## src/rtl/bip_dbg_pkg.sv

```systemverilog
// Shared command codes, response bytes and FSM state encoding for the BIP
// debug controller.
package bip_dbg_pkg;

   localparam logic [7:0] CMD_LOAD   = 8'h4C;
   localparam logic [7:0] CMD_RUN    = 8'h52;
   localparam logic [7:0] CMD_STEP   = 8'h53;
   localparam logic [7:0] CMD_DUMP   = 8'h44;

   localparam logic [7:0] ACK_CODE   = 8'h06;
   localparam logic [7:0] NAK_CODE   = 8'h15;
   localparam logic [7:0] ABORT_CODE = 8'h1B;

   typedef enum logic [3:0] {
      S_IDLE,
      S_CNT_H,
      S_CNT_L,
      S_DAT_H,
      S_DAT_L,
      S_WRITE,
      S_RUN,
      S_STEP,
      S_DREAD,
      S_DLATCH,
      S_SEND_H,
      S_WAIT_H,
      S_SEND_L,
      S_WAIT_L,
      S_RESP,
      S_RESP_WAIT
   } state_t;

endpackage

```

## src/rtl/word_counter.sv

```systemverilog
// Word index for load/dump transfers: up-counting index for the address bus,
// down-counting remainder with terminal-count compare for the last-word flag.
module word_counter #(
   parameter int ADDR_W = 11
) (
   input  logic              clk,
   input  logic              reset,
   input  logic              load,
   input  logic              inc,
   input  logic [ADDR_W-1:0] count,
   output logic [ADDR_W-1:0] index,
   output logic              last
);

   logic [ADDR_W-1:0] remain;

   always_ff @(posedge clk) begin
      if (reset) begin
         index  <= '0;
         remain <= '0;
      end else if (load) begin
         index  <= '0;
         remain <= count;
      end else if (inc) begin
         index  <= index + ADDR_W'(1);
         remain <= remain - ADDR_W'(1);
      end
   end

   // count 0 never reaches here; the controller answers it directly
   assign last = (remain == ADDR_W'(1));

endmodule

```

## src/rtl/debug_ctrl.sv

```systemverilog
// UART-driven debug controller for the BIP core: program load, run, single
// step and data-memory dump, each answered with ACK/NAK.
//
// state       | meaning
// ------------+-------------------------------------------------
// IDLE        | wait for a command byte
// CNT_H/CNT_L | receive 16-bit word count, high byte first
// DAT_H/DAT_L | receive one program word, high byte first
// WRITE       | one-cycle program-memory write strobe
// RUN         | BIP enabled until halt or abort byte
// STEP        | BIP enabled for a single cycle
// DREAD       | one-cycle data-memory read strobe
// DLATCH      | capture data-memory read word
// SEND_H/L    | start transmission of high/low dump byte
// WAIT_H/L    | wait for transmitter done
// RESP        | start transmission of ACK/NAK
// RESP_WAIT   | wait for transmitter done, then back to IDLE
module debug_ctrl
   import bip_dbg_pkg::*;
#(
   parameter int ADDR_W = 11,
   parameter int DATA_W = 16
) (
   input  logic              clk,
   input  logic              reset,
   input  logic [7:0]        rx_data,
   input  logic              rx_done,
   input  logic              tx_done,
   input  logic              halt,
   input  logic [DATA_W-1:0] dm_data,
   output logic [7:0]        tx_data,
   output logic              tx_start,
   output logic              wr_pm,
   output logic              rd_dm,
   output logic [ADDR_W-1:0] addr,
   output logic [DATA_W-1:0] wdata,
   output logic              bip_reset,
   output logic              bip_en
);

   state_t            state, state_nx;
   logic [7:0]        cnt_hi, cnt_hi_nx;
   logic [7:0]        dat_hi, dat_hi_nx;
   logic [7:0]        resp, resp_nx;
   logic [DATA_W-1:0] word, word_nx;
   logic [DATA_W-1:0] wdata_q, wdata_nx;
   logic              is_load, is_load_nx;
   logic              bip_reset_q, bip_reset_nx;

   logic [ADDR_W-1:0] cnt_field;
   logic [ADDR_W-1:0] index;
   logic              cnt_load, cnt_inc, last;
   logic              abort_byte;

   // upper count bits beyond the address width are dropped
   assign cnt_field  = ADDR_W'({cnt_hi, rx_data});
   assign abort_byte = rx_done && (rx_data == ABORT_CODE);

   word_counter #(
      .ADDR_W (ADDR_W)
   ) u_word_counter (
      .clk   (clk),
      .reset (reset),
      .load  (cnt_load),
      .inc   (cnt_inc),
      .count (cnt_field),
      .index (index),
      .last  (last)
   );

   always_ff @(posedge clk) begin
      if (reset) begin
         state       <= S_IDLE;
         cnt_hi      <= '0;
         dat_hi      <= '0;
         resp        <= '0;
         word        <= '0;
         wdata_q     <= '0;
         is_load     <= 1'b0;
         bip_reset_q <= 1'b1;
      end else begin
         state       <= state_nx;
         cnt_hi      <= cnt_hi_nx;
         dat_hi      <= dat_hi_nx;
         resp        <= resp_nx;
         word        <= word_nx;
         wdata_q     <= wdata_nx;
         is_load     <= is_load_nx;
         bip_reset_q <= bip_reset_nx;
      end
   end

   always_comb begin
      state_nx     = state;
      cnt_hi_nx    = cnt_hi;
      dat_hi_nx    = dat_hi;
      resp_nx      = resp;
      word_nx      = word;
      wdata_nx     = wdata_q;
      is_load_nx   = is_load;
      bip_reset_nx = bip_reset_q;
      cnt_load     = 1'b0;
      cnt_inc      = 1'b0;
      wr_pm        = 1'b0;
      rd_dm        = 1'b0;
      tx_start     = 1'b0;
      tx_data      = '0;
      bip_en       = 1'b0;

      case (state)
         S_IDLE: begin
            if (rx_done) begin
               case (rx_data)
                  CMD_LOAD: begin
                     state_nx     = S_CNT_H;
                     is_load_nx   = 1'b1;
                     bip_reset_nx = 1'b1;
                  end
                  CMD_DUMP: begin
                     state_nx   = S_CNT_H;
                     is_load_nx = 1'b0;
                  end
                  CMD_RUN: begin
                     state_nx     = S_RUN;
                     bip_reset_nx = 1'b0;
                  end
                  CMD_STEP: begin
                     state_nx     = S_STEP;
                     bip_reset_nx = 1'b0;
                  end
                  default: begin
                     state_nx = S_RESP;
                     resp_nx  = NAK_CODE;
                  end
               endcase
            end
         end
         S_CNT_H: begin
            if (rx_done) begin
               cnt_hi_nx = rx_data;
               state_nx  = S_CNT_L;
            end
         end
         S_CNT_L: begin
            if (rx_done) begin
               cnt_load = 1'b1;
               if (cnt_field == '0) begin
                  state_nx = S_RESP;
                  resp_nx  = ACK_CODE;
               end else if (is_load) begin
                  state_nx = S_DAT_H;
               end else begin
                  state_nx = S_DREAD;
               end
            end
         end
         S_DAT_H: begin
            if (rx_done) begin
               dat_hi_nx = rx_data;
               state_nx  = S_DAT_L;
            end
         end
         S_DAT_L: begin
            if (rx_done) begin
               wdata_nx = DATA_W'({dat_hi, rx_data});
               state_nx = S_WRITE;
            end
         end
         S_WRITE: begin
            wr_pm = 1'b1;
            if (last) begin
               state_nx = S_RESP;
               resp_nx  = ACK_CODE;
            end else begin
               cnt_inc  = 1'b1;
               state_nx = S_DAT_H;
            end
         end
         S_RUN: begin
            // halt wins over a simultaneous abort byte
            if (halt) begin
               state_nx = S_RESP;
               resp_nx  = ACK_CODE;
            end else begin
               bip_en = 1'b1;
               if (abort_byte) begin
                  state_nx = S_RESP;
                  resp_nx  = NAK_CODE;
               end
            end
         end
         S_STEP: begin
            bip_en   = 1'b1;
            state_nx = S_RESP;
            resp_nx  = ACK_CODE;
         end
         S_DREAD: begin
            rd_dm    = 1'b1;
            state_nx = S_DLATCH;
         end
         S_DLATCH: begin
            word_nx  = dm_data;
            state_nx = S_SEND_H;
         end
         S_SEND_H: begin
            tx_start = 1'b1;
            tx_data  = word[DATA_W-1 -: 8];
            state_nx = S_WAIT_H;
         end
         S_WAIT_H: begin
            tx_data = word[DATA_W-1 -: 8];
            if (tx_done) state_nx = S_SEND_L;
         end
         S_SEND_L: begin
            tx_start = 1'b1;
            tx_data  = word[7:0];
            state_nx = S_WAIT_L;
         end
         S_WAIT_L: begin
            tx_data = word[7:0];
            if (tx_done) begin
               if (last) begin
                  state_nx = S_RESP;
                  resp_nx  = ACK_CODE;
               end else begin
                  cnt_inc  = 1'b1;
                  state_nx = S_DREAD;
               end
            end
         end
         S_RESP: begin
            tx_start = 1'b1;
            tx_data  = resp;
            state_nx = S_RESP_WAIT;
         end
         S_RESP_WAIT: begin
            tx_data = resp;
            if (tx_done) state_nx = S_IDLE;
         end
         default: state_nx = S_IDLE;
      endcase
   end

   assign addr      = index;
   assign wdata     = wdata_q;
   assign bip_reset = bip_reset_q;

endmodule

```

## config.mk

```make
export PLATFORM = sky130hd
export DESIGN_NAME = debug_ctrl
export DESIGN_NICKNAME = d
export VERILOG_FILES = /design/src/rtl/bip_dbg_pkg.sv /design/src/rtl/word_counter.sv /design/src/rtl/debug_ctrl.sv
export SDC_FILE = /design/constraint.sdc
export NUM_CORES = 1
export LEC_CHECK = 0
export CAP_MARGIN = 20
export CORE_AREA = 5 5 128 94
export CTS_CLUSTER_SIZE = 24
export DETAILED_ROUTE_END_ITERATION = 8
export DIE_AREA = 0 0 133 99
export SLEW_MARGIN = 15
export SYNTH_ARGS = -nofsm -noshare
export SYNTH_HDL_FRONTEND = slang
export SYNTH_HIERARCHICAL = 1
export SYNTH_SLANG_ARGS = --single-unit
```

## constraint.sdc

```tcl
create_clock -name clk -period 3.5 [get_ports clk]
set_clock_uncertainty 0.2 [all_clocks]
set_input_delay 0.525 -clock clk [delete_from_list [all_inputs] [get_ports clk]]
set_output_delay 0.525 -clock clk [all_outputs]
set_load 0.01 [all_outputs]
```

==> reports/results.ini <==
[power]
switchingPower_uw=999
ir_worst_vdd_mv=0.274
clkPwrFrac_pct=30.4
power_frac_seq_pct=36.1
switching_share_pct=35.4
internal_power_uw=1820
leakagePower_uw=0.00166
p_per_area_mw_per_mm2=604
power_frac_comb_pct=33.5

[synth]
synth_edf_count=0
synth_top_cell_area_share_pct=40.8
synth-seq-cells=74
netlist_instances=449
yosys_warnings=6
yosys.area.top_type=dfxtp_1
synth_flop_cell=dfxtp_1
synth_most_common_cell=nand2_1
synth-seq-area-share_pct=40.8
syn_nets=481
avgSynthCellArea_um2=8.08
synth_common_cells=nand2_1, dfxtp_1, a21oi_1
synth_area_leaders=dfxtp_1, nand2_1, a21oi_1, mux2i_1, nor2_1
netlist_area_mm2=0.00363
ys_async_sr_fraction_pct=0
synth_cell_types=65

[critical_path]
worstPathCellList=inv_2, a2111oi_0, clkdlybuf4s50_1
critPathMaxFanout=10
cp-end-kind=output pin
cp_top_family=buffers and inverters
slowest_delay_ps=640
rr_worst_depth=8
worstPathArrival_ps=2160
setup.worst_path.start_class=flip-flop
slowest_stage=clkdlybuf4s50_1
critPathBufInv=2
cp.depth=3
cp.required_ps=2770
crit_type=reg -> out

[detailed_routing]
route.antenna.remaining_nets=0
drcViolationCount=0
firstDrtPassIters=5
wl_per_cell_um=15.1
viasPerCell=5.23
wl_um=9760
num_vias=3386
drt_iter0_markers=243

[final_layout]
nFillCells=1076
fin_area_mm2=0.00467
multi_input_area_mm2=0.00197
n_antenna_cell=0
final_layout_size_suffix_gt1_share_pct=9.77
register_area_mm2=0.00148
synthToLayoutAreaGrowth_pct=28.8
layout.nets=539

[clock_tree]
clockBufferDepth=2
root_buffer=clkbuf_16
clk_latency_ps=330
clk_transition_reported_paths_ps=60
cts_hold_buf=0
cts-resized-gates=0
cts_setup_buffers=0
cts_num_sinks=74
h-tree-depth=3
cts_buffers=9
cts_tree=done

[floorplanning]
initial_utilization_pct=33.9
die_y_um=99
die_w_um=133
die-area_mm2=0.0132
rows=32
num_io_pins=69
core_area_mm2=0.0107

[worst_hold_path]
whs_path_depth=2
hp-class=reg -> reg

[timing]
whs_ps=247
timing.final.ws_setup_ps=620
setup_viol=0
finalHoldViolCount=0
drv_slew=0
worstMarginPinSlew_ps=684
timing.final.crit_share_pct=82.3
rsz0062_at_grt=false
period_needed_ps=2880
setup_tns_ps=0
max-slew-margin-rel_pct=54.4
max_freq_ghz=0.347

[global_route]
overflow=0
antenna_found_initial=0
grt_pass1_wl_um=16200
grt_max_degree=67
grt_pass1_vias=3235
grt_usage_pct=15.0

[place]
portBuffers=68
gp_congestion=0.839
pre_cts_slack_ps=424
dp_hpwl_um=7150
place_area_mm2=0.00439

[status]
status=finished clean

[flow_run]
max-cap-violations=0

[final cells by class]
type                       count  share of cell area [%]
clock buffer                  11                    5.20
tap                          136                    3.64
multi-input combinational    337                    42.2
inverter                       9                   0.723
clock inverter                 5                   0.803
sequential                    74                    31.7
timing repair buffer          76                    15.7
[path summary, 6_finish.rpt]
kind / startpoint / endpoint / slack, ps
worst max register to register: u_word_counter/remain[2] / u_word_counter/index[8] / 710
worst max-delay path: state[1] / bip_en / 620
worst min-delay path: resp[2] / resp[2] / 250
worst min register to register: resp[2] / resp[2] / 250
[cells in the final DEF (no fill, tap or decap), types with 3 or more instances in the layout]
cell / netlist / layout
o31ai_1: 8 / 8
or4_1: 7 / 7
o21ai_0: 19 / 19
nor4_1: 3 / 3
nor3_1: 5 / 5
nor2b_1: 13 / 13
xor2_1: 5 / 5
buf_4: 3 / 8
or3_1: 6 / 6
clkdlybuf4s50_1: 0 / 67
inv_1: 7 / 7
nor2_2: 3 / 3
nor2_1: 35 / 35
clkbuf_16: 0 / 9
a22oi_1: 4 / 4
nand4_1: 8 / 8
and2_1: 6 / 6
and3_1: 5 / 5
nand3_1: 7 / 7
ha_1: 3 / 3
dfxtp_1: 74 / 74
a21oi_1: 43 / 43
a311oi_1: 7 / 7
mux2i_1: 15 / 15
nand2_1: 85 / 85
a211oi_1: 3 / 3
or2_2: 4 / 4
[stage by stage]
step	utilization [%]	cells	total power [µW]
after floorplan	-	449	1730
after global placement	41.1	632	1960
after detailed placement	41.1	632	1980
after CTS	43.7	648	2850
after global routing	43.7	648	3010
final	43.7	648	2820
[worst register-to-register path, delay by kind of cell (launching register included)]
family	cells	cell delay, ps
DFF	1	460
and+or+nand+nor	5	1540
AOI/OAI and AO/OA	1	140
buffers and inverters	2	390
[kinds of logic after synthesis]
kind of cell / Yosys count / synth area share [%]
compound gates: 104 / 18.1
mux: 17 / 4.76
buf+inv: 38 / 4.83
xor+xnor: 6 / 1.45
fa+ha+maj: 3 / 1.03
simple gates: 207 / 29.0
flops: 74 / 40.8
[sequential cells by signal, summed over array words and instances, names as in the netlist]
| register | count |
|---|---|
| dat_hi | 8 |
| cnt_hi | 3 |
| u_word_counter/index | 11 |
| state | 4 |
| wdata | 16 |
| bip_reset | 1 |
| resp | 3 |
| is_load | 1 |
| u_word_counter/remain | 11 |
| word | 16 |
[power groups by stage]
stage | Clock, µW | Combinational, µW | Sequential (µW)
6_report | 858 | 945 | 1020
5_1_grt | 920 | 1050 | 1030
4_1_cts | 881 | 947 | 1020
3_5_place_dp | 0 | 940 | 1040
3_3_place_gp | 0 | 928 | 1030
2_1_floorplan | 0 | 722 | 1010
[routing by layer]
layer / track usage (%) / wire [µm]
met2: 22.5 / 4280
met3: 3.88 / 409
met5: 0 / 0
met1: 21.3 / 5010
met4: 3.99 / 67
Power figures use the tool's default switching activity.
